--- config.mk ---
export PLATFORM = sky130hd
export DESIGN_NAME = score_keeper
export DESIGN_NICKNAME = d
export VERILOG_FILES = /design/src/rtl/cyber_war_pkg.sv /design/src/rtl/score_counter.sv /design/src/rtl/score_keeper.sv
export SDC_FILE = /design/constraint.sdc
export NUM_CORES = 1
export LEC_CHECK = 0
export CORE_MARGIN = 2
export CORE_UTILIZATION = 43
export CTS_CLUSTER_SIZE = 25
export DETAILED_ROUTE_END_ITERATION = 12
export PLACE_DENSITY_LB_ADDON = 0.1
export SYNTH_ARGS = -nofsm -noshare
export SYNTH_HDL_FRONTEND = slang
export SYNTH_HIERARCHICAL = 1
export SYNTH_SLANG_ARGS = --single-unit
--- constraint.sdc ---
create_clock -name clk -period 1.5 [get_ports clk]
set_clock_uncertainty 0.15 [all_clocks]
set_input_delay 0.3 -clock clk [delete_from_list [all_inputs] [get_ports clk]]
set_output_delay 0.3 -clock clk [all_outputs]
set_load 0.005 [all_outputs]
--- src/rtl/cyber_war_pkg.sv ---
// Shared types and constants for the cyber war score-keeping logic.
package cyber_war_pkg;

    localparam int SCORE_W = 3;

    typedef enum logic [1:0] {
        IDLE    = 2'd0,
        RESTART = 2'd1,
        RELEASE = 2'd2,
        OVER    = 2'd3
    } state_t;

    localparam logic [1:0] WIN_NONE  = 2'b00;
    localparam logic [1:0] WIN_LEFT  = 2'b01;
    localparam logic [1:0] WIN_RIGHT = 2'b10;

endpackage

--- src/rtl/score_counter.sv ---
// Per-player round-win counter: synchronous clear, increment saturating at SCORE_MAX.
module score_counter
    import cyber_war_pkg::*;
#(
    parameter int SCORE_MAX = 7
) (
    input  logic               clk,
    input  logic               reset,
    input  logic               inc,
    input  logic               clr,
    output logic [SCORE_W-1:0] count
);

    localparam logic [SCORE_W-1:0] MAX_CNT = SCORE_W'(SCORE_MAX);

    always_ff @(posedge clk or negedge reset) begin
        if (!reset) begin
            count <= '0;
        end else if (clr) begin
            count <= '0;
        end else if (inc && (count != MAX_CNT)) begin
            count <= count + 1'b1;
        end
    end

endmodule

--- src/rtl/score_keeper.sv ---
// Round/game controller: counts round wins per player, pulses a re-centre request
// after each round and flags the winner once a player reaches SCORE_MAX.
module score_keeper
    import cyber_war_pkg::*;
#(
    parameter int SCORE_MAX = 7
) (
    input  logic               clk,
    input  logic               reset,
    input  logic               left_win,
    input  logic               right_win,
    input  logic               clear,
    output logic [SCORE_W-1:0] left_score,
    output logic [SCORE_W-1:0] right_score,
    output logic               round_restart,
    output logic               game_over,
    output logic [1:0]         winner
);

    localparam logic [SCORE_W-1:0] MAX_CNT = SCORE_W'(SCORE_MAX);

    state_t     state;
    state_t     state_next;
    logic       inc_left;
    logic       inc_right;
    logic [1:0] winner_next;

    always_ff @(posedge clk or negedge reset) begin
        if (!reset) begin
            state         <= IDLE;
            round_restart <= 1'b0;
            game_over     <= 1'b0;
            winner        <= WIN_NONE;
        end else begin
            state         <= state_next;
            round_restart <= (state_next == RESTART);
            game_over     <= (state_next == OVER);
            winner        <= winner_next;
        end
    end

    // Outputs are registered from the next-state decode so they line up with the state.
    always_comb begin
        state_next  = state;
        inc_left    = 1'b0;
        inc_right   = 1'b0;
        winner_next = winner;
        if (clear) begin
            state_next  = IDLE;
            winner_next = WIN_NONE;
        end else begin
            case (state)
                IDLE: begin
                    if (left_win || right_win) begin
                        inc_left   = left_win && !right_win;
                        inc_right  = right_win && !left_win;
                        state_next = RESTART;
                    end
                end
                RESTART: begin
                    if (left_score == MAX_CNT) begin
                        state_next  = OVER;
                        winner_next = WIN_LEFT;
                    end else if (right_score == MAX_CNT) begin
                        state_next  = OVER;
                        winner_next = WIN_RIGHT;
                    end else begin
                        state_next = RELEASE;
                    end
                end
                RELEASE: begin
                    // A held win must drop before the next round can be counted.
                    if (!left_win && !right_win) begin
                        state_next = IDLE;
                    end
                end
                OVER: begin
                    state_next = OVER;
                end
                default: begin
                    state_next  = IDLE;
                    winner_next = WIN_NONE;
                end
            endcase
        end
    end

    score_counter #(
        .SCORE_MAX(SCORE_MAX)
    ) u_left (
        .clk  (clk),
        .reset(reset),
        .inc  (inc_left),
        .clr  (clear),
        .count(left_score)
    );

    score_counter #(
        .SCORE_MAX(SCORE_MAX)
    ) u_right (
        .clk  (clk),
        .reset(reset),
        .inc  (inc_right),
        .clr  (clear),
        .count(right_score)
    );

endmodule

# After elaboration in Yosys (flattened, before gate mapping)
# Index checks and enable logic that the tools add are counted.
[totals]
output_inout_bits = 10
reg_bits = 12
input_bits = 5
word_cells = 51
[classes]
n_mux = 20
n_eq_ne = 9
add_sub_neg = 2
reduce_logical = 14
[op_table]
columns = ["op", "count"]
rows = [
  ["$mux W2", 7],
  ["$mux W3", 4],
  ["$mux W1", 8],
  ["$pmux W2 S4", 1],
  ["$add A3 B1 Y3 const B", 2],
  ["$eq A2 B2 Y1 const B", 3],
  ["$eq A3 B3 Y1 const B", 2],
  ["$ne A3 B3 Y1 const B", 2],
  ["$reduce_bool A2 Y1", 3],
  ["$logic_and A1 B1 Y1", 5],
  ["$eq A2 B1 Y1 const B", 2],
  ["$reduce_bool A3 Y1", 1],
  ["$logic_not A1 Y1", 2],
  ["$logic_not A2 Y1", 1],
  ["$reduce_and A2 Y1", 1],
  ["$logic_or A1 B1 Y1", 1],
]

# Depth between registers and ports, before layout
[logic_depth]
word_depth = 8
ltp_mapped = 5
depth_no_buf = 5

# Hierarchy
# The synthesis kept the hierarchy.
[by_module_without_submodules]
columns = ["module", "cells_per_inst", "area_per_inst_um2", "n_inst", "seq_area_each_um2"]
rows = [
  ["score_counter", 15, 183.9, 2, 75.1],
  ["score_keeper", 32, 316.6, 1, 150.1],
]

# Least setup slack after synthesis
# Ideal clock, no wire load.
[synth_timing]
path_kind = "flip-flop to flip-flop"
start = "register state[1]"
end = "register u_right.count[0]"
t_arrival_ns = 1.415
setup_ns = 0.125
path_slack_ns = -0.190
path_buffers = 0
path_stages_with_launch = 6
period_less_slack_ns = 1.690
required_ns = 1.225
cell_sequence = "dfrtp_1 > nor2_1 > nand2_1 > nor3b_1 > nor2b_4 > mux2_4"
[synth_between]
elab_chain_len = 5
[synth_rtl]
columns = ["element", "line", "rtl"]
rows = [
  ["from (decl)", "score_keeper.sv:22", "state_t state;"],
  ["from (signal assigned)", "score_keeper.sv:35", "state <= state_next;"],
  ["$logic_not A2 Y1", "score_keeper.sv:52", "case (state)"],
  ["$mux W1", "score_keeper.sv:52", ""],
  ["$mux W1", "score_keeper.sv:48", "if (clear) begin"],
  ["named net inc_right", "score_keeper.sv:25", "logic inc_right;"],
  ["$logic_and A1 B1 Y1", "score_counter.sv:21", "end else if (inc && (count != MAX_CNT)) begin"],
  ["$reduce_bool A2 Y1 (no line)", "n/a", ""],
  ["to (signal assigned)", "score_counter.sv:22", "count <= count + 1'b1;"],
  ["to (decl)", "score_counter.sv:11", "output logic [SCORE_W-1:0] count"],
]
# The timed path passes the listed nets, and every way through them passes these cells.
# A chain may end at the register's enable or synchronous reset.

# Final worst setup path
[layout_timing]
start = "register state[1]"
end = "register u_left.count[0]"
[layout_between]
elab_chain_len = 5
[layout_rtl]
columns = ["element", "line", "rtl"]
rows = [
  ["$logic_not A2 Y1", "score_keeper.sv:52", ""],
  ["$mux W1", "score_keeper.sv:52", ""],
  ["$mux W1", "score_keeper.sv:48", ""],
  ["named net inc_left", "score_keeper.sv:24", "logic inc_left;"],
  ["$logic_and A1 B1 Y1", "score_counter.sv:21", ""],
  ["$reduce_bool A2 Y1 (no line)", "n/a", ""],
  ["to (signal assigned)", "score_counter.sv:22", ""],
  ["to (decl)", "score_counter.sv:11", ""],
]
# The timed path passes the listed nets, and every way through them passes these cells.

==> summary.txt <==
Status: finished with violations
Failing checks: setup timing
Area of the multi-input gates: 414 µm²
Fin crit share: 107%
Post-Syn Area: 684 µm²
CTS buffer count: 3
Synth-to-Final Area Change: 57.2%
Worst Path Required: 1.50 ns
FMAX: 0.625 GHz
Max Cap Viol: 0
Root Buffer: clkbuf_4
Cell variety after synth: 23
Clock transition at path regs: 0.07 ns
Post-synth EDFFs: 0
Most instantiated cells after synthesis: dfrtp_1, nor2_1, o21ai_1
Number of nets in the layout: 112
Most frequent cell after synthesis: dfrtp_1
Final core utilization: 71.4%
Maximum clock insertion buffer count: 2
Pin count of the biggest net entering global routing: 18
Cell-internal power: 514 µW
DRC Markers: 0
Initial DRT Pass Iterations: 3
Via density per instance: 5.03
Net Sw Frac: 24.7%
RSZ-0062 raised after global routing: true
Tot Pwr: 683 µW
RePlAce Congestion: 0.722
Drt total wl: 1.54 mm
CP Launch Type: register
Final worst slack: -0.0998 ns
R2R depth: 5
Synth area leader: dfrtp_1
Ant diodes: 0
Post-synth net total: 71
FF-to-FF Start: state[1]
Crit path max fanout: 3
Initial DRC count: 10
# H-tree levels: 1
Asr flop ratio synth: 100%
Hold-fix buffers, CTS: 0
Clock power frac: 27.8%
Top-area cell type share of the netlist area: 43.9%
Dpl hpwl: 1.08 mm
Share of post-route cells with drive strength above 1: 45.5%
Minimum clock period: 1.60 ns
Syn Inst Count: 62
GR Overflow Total: 0
CTS tree: yes
Clk sink count: 12
Avg Inst Size Synth: 11.0 µm²
Filler cells: 123
R2R Path End: u_left/count[0]
Initial Utilization: 45.4%
Clock network latency to the later pin of the worst-skew pair: 0.27 ns
Initial antenna violation count: 0
Hold Vio Cnt, Final: 0
Vias in the first global route: 612
Top cells by area, synth: dfrtp_1, ha_1, nand4bb_1, nor2b_4, o21ai_1
PD cells: 634 nW/µm²
Cell Rows: 14
Die Span Y: 43.9 µm
Crit end category: register
FF+latch count, synth: 12
DR WL/cell: 13.2 µm
Leakage power: 0.000529 µW
Seq pwr share: 50.0%
Gate power share: 22.1%
Worst hold path class: in2async
Die area: 1930 µm²
Ys flop type: dfrtp_1
Peak supply drop: 462 µV
Rel. slew slack: 84.3%
Setup violations, final: 2
Pre-CTS setup slack: -0.437 ns
Vias: 588
Die X: 43.9 µm
Synth warnings: 6
Slew Viols, Final: 0
Tightest Pin Transition: 0.236 ns
CP Data Arrival Time: 1.60 ns
Setup TNS: -0.196 ns
R2R setup slack: -0.1 ns
Placeable core area: 1510 µm²
Tot GR Track Use: 19.7%
I/O Buffers: 14
Ports: 15
Switching power: 169 µW
Critical path class: reg2reg
First-pass GRT wire length: 2.67 mm
Routed Antenna Nets: 0
Sequential cell area: 300 µm²
Sequential element share of the synthesized area: 43.9%
[critical path, stage by stage (launching register included)]
cell	delay, ns
dfrtp_1	0.39
nor2_2	0.15
nand2_2	0.10
nor3b_2	0.19
nor2b_4	0.20
mux2_4	0.30
[repair_timing]
item | in CTS | in global routing
pin swaps | 2 | 3
resized for setup | 21 | 8
setup endpoints to repair | 14 | 9
setup buffers | 7 | 3
[registers in the layout, indices dropped and copies added (netlist names)]
name / flops
round_restart: 1
winner: 2
state: 2
u_right/count: 3
game_over: 1
u_left/count: 3
[cells by family after synthesis]
| logic type | Yosys count | synth area share, % |
|---|---|---|
| compound gates | 12 | 10.4 |
| fa+ha+maj | 4 | 7.31 |
| buf+inv | 4 | 3.29 |
| flops | 12 | 43.9 |
| mux | 2 | 4.39 |
| simple gates | 28 | 30.7 |
[area by class of cell]
type | instances | area share (%)
repair buffers | 37 | 28.6
multi-input cells | 46 | 38.5
flip-flops and latches | 12 | 27.9
well taps | 16 | 1.86
inverters | 3 | 1.05
clock buffers | 3 | 2.09
[routing by layer]
metal	wire, µm	vias to the layer above	track usage (%)
met5	0	-	0
met4	40	0	14.5
met3	32	4	2.50
met2	737	10	30.0
met1	729	271	25.3
li1	-	303	-
[worst max path at each step]
stage / start / to / slack [ns] / depth (start not counted)
4_1_cts: state[0] / u_right/count[0] / -0.08 / 5
6_report: state[1] / u_left/count[0] / -0.1 / 5
3_5_place_dp: clear / u_right/count[0] / -0.44 / 6
2_1_floorplan: state[1] / u_left/count[0] / -0.10 / 5
5_1_grt: state[1] / u_right/count[0] / -0.16 / 5
3_3_place_gp: clear / u_right/count[0] / -0.38 / 6
[power groups by stage]
stage | Sequential (µW) | Clock (µW) | Combinational, µW
CTS | 341 | 198 | 136
floorplan | 353 | 0 | 46.6
detailed placement | 347 | 0 | 126
global route | 342 | 218 | 165
finish | 342 | 190 | 151
global placement | 347 | 0 | 125
[per-stage QoR]
step / hold slack [ns] / instances / cell area, µm²
6_report: 0.174 / 117 / 1080
5_1_grt: 0.188 / 117 / 1080
4_1_cts: 0.174 / 114 / 1040
3_5_place_dp: 0.395 / 104 / 941
3_3_place_gp: 0.378 / 104 / 941
2_1_floorplan: -0.146 / 62 / 694
[cells in the final DEF, fill, tap and decap left out, types with 4 or more instances in the layout]
cell type	n
clkdlybuf4s50_1	4
nor2_1	5
o21ai_1	4
nand2b_1	4
nand4bb_1	4
dlygate4sd2_1	6
buf_4	21
dfrtp_1	12
No activity file was read; power rests on OpenSTA's default activity.
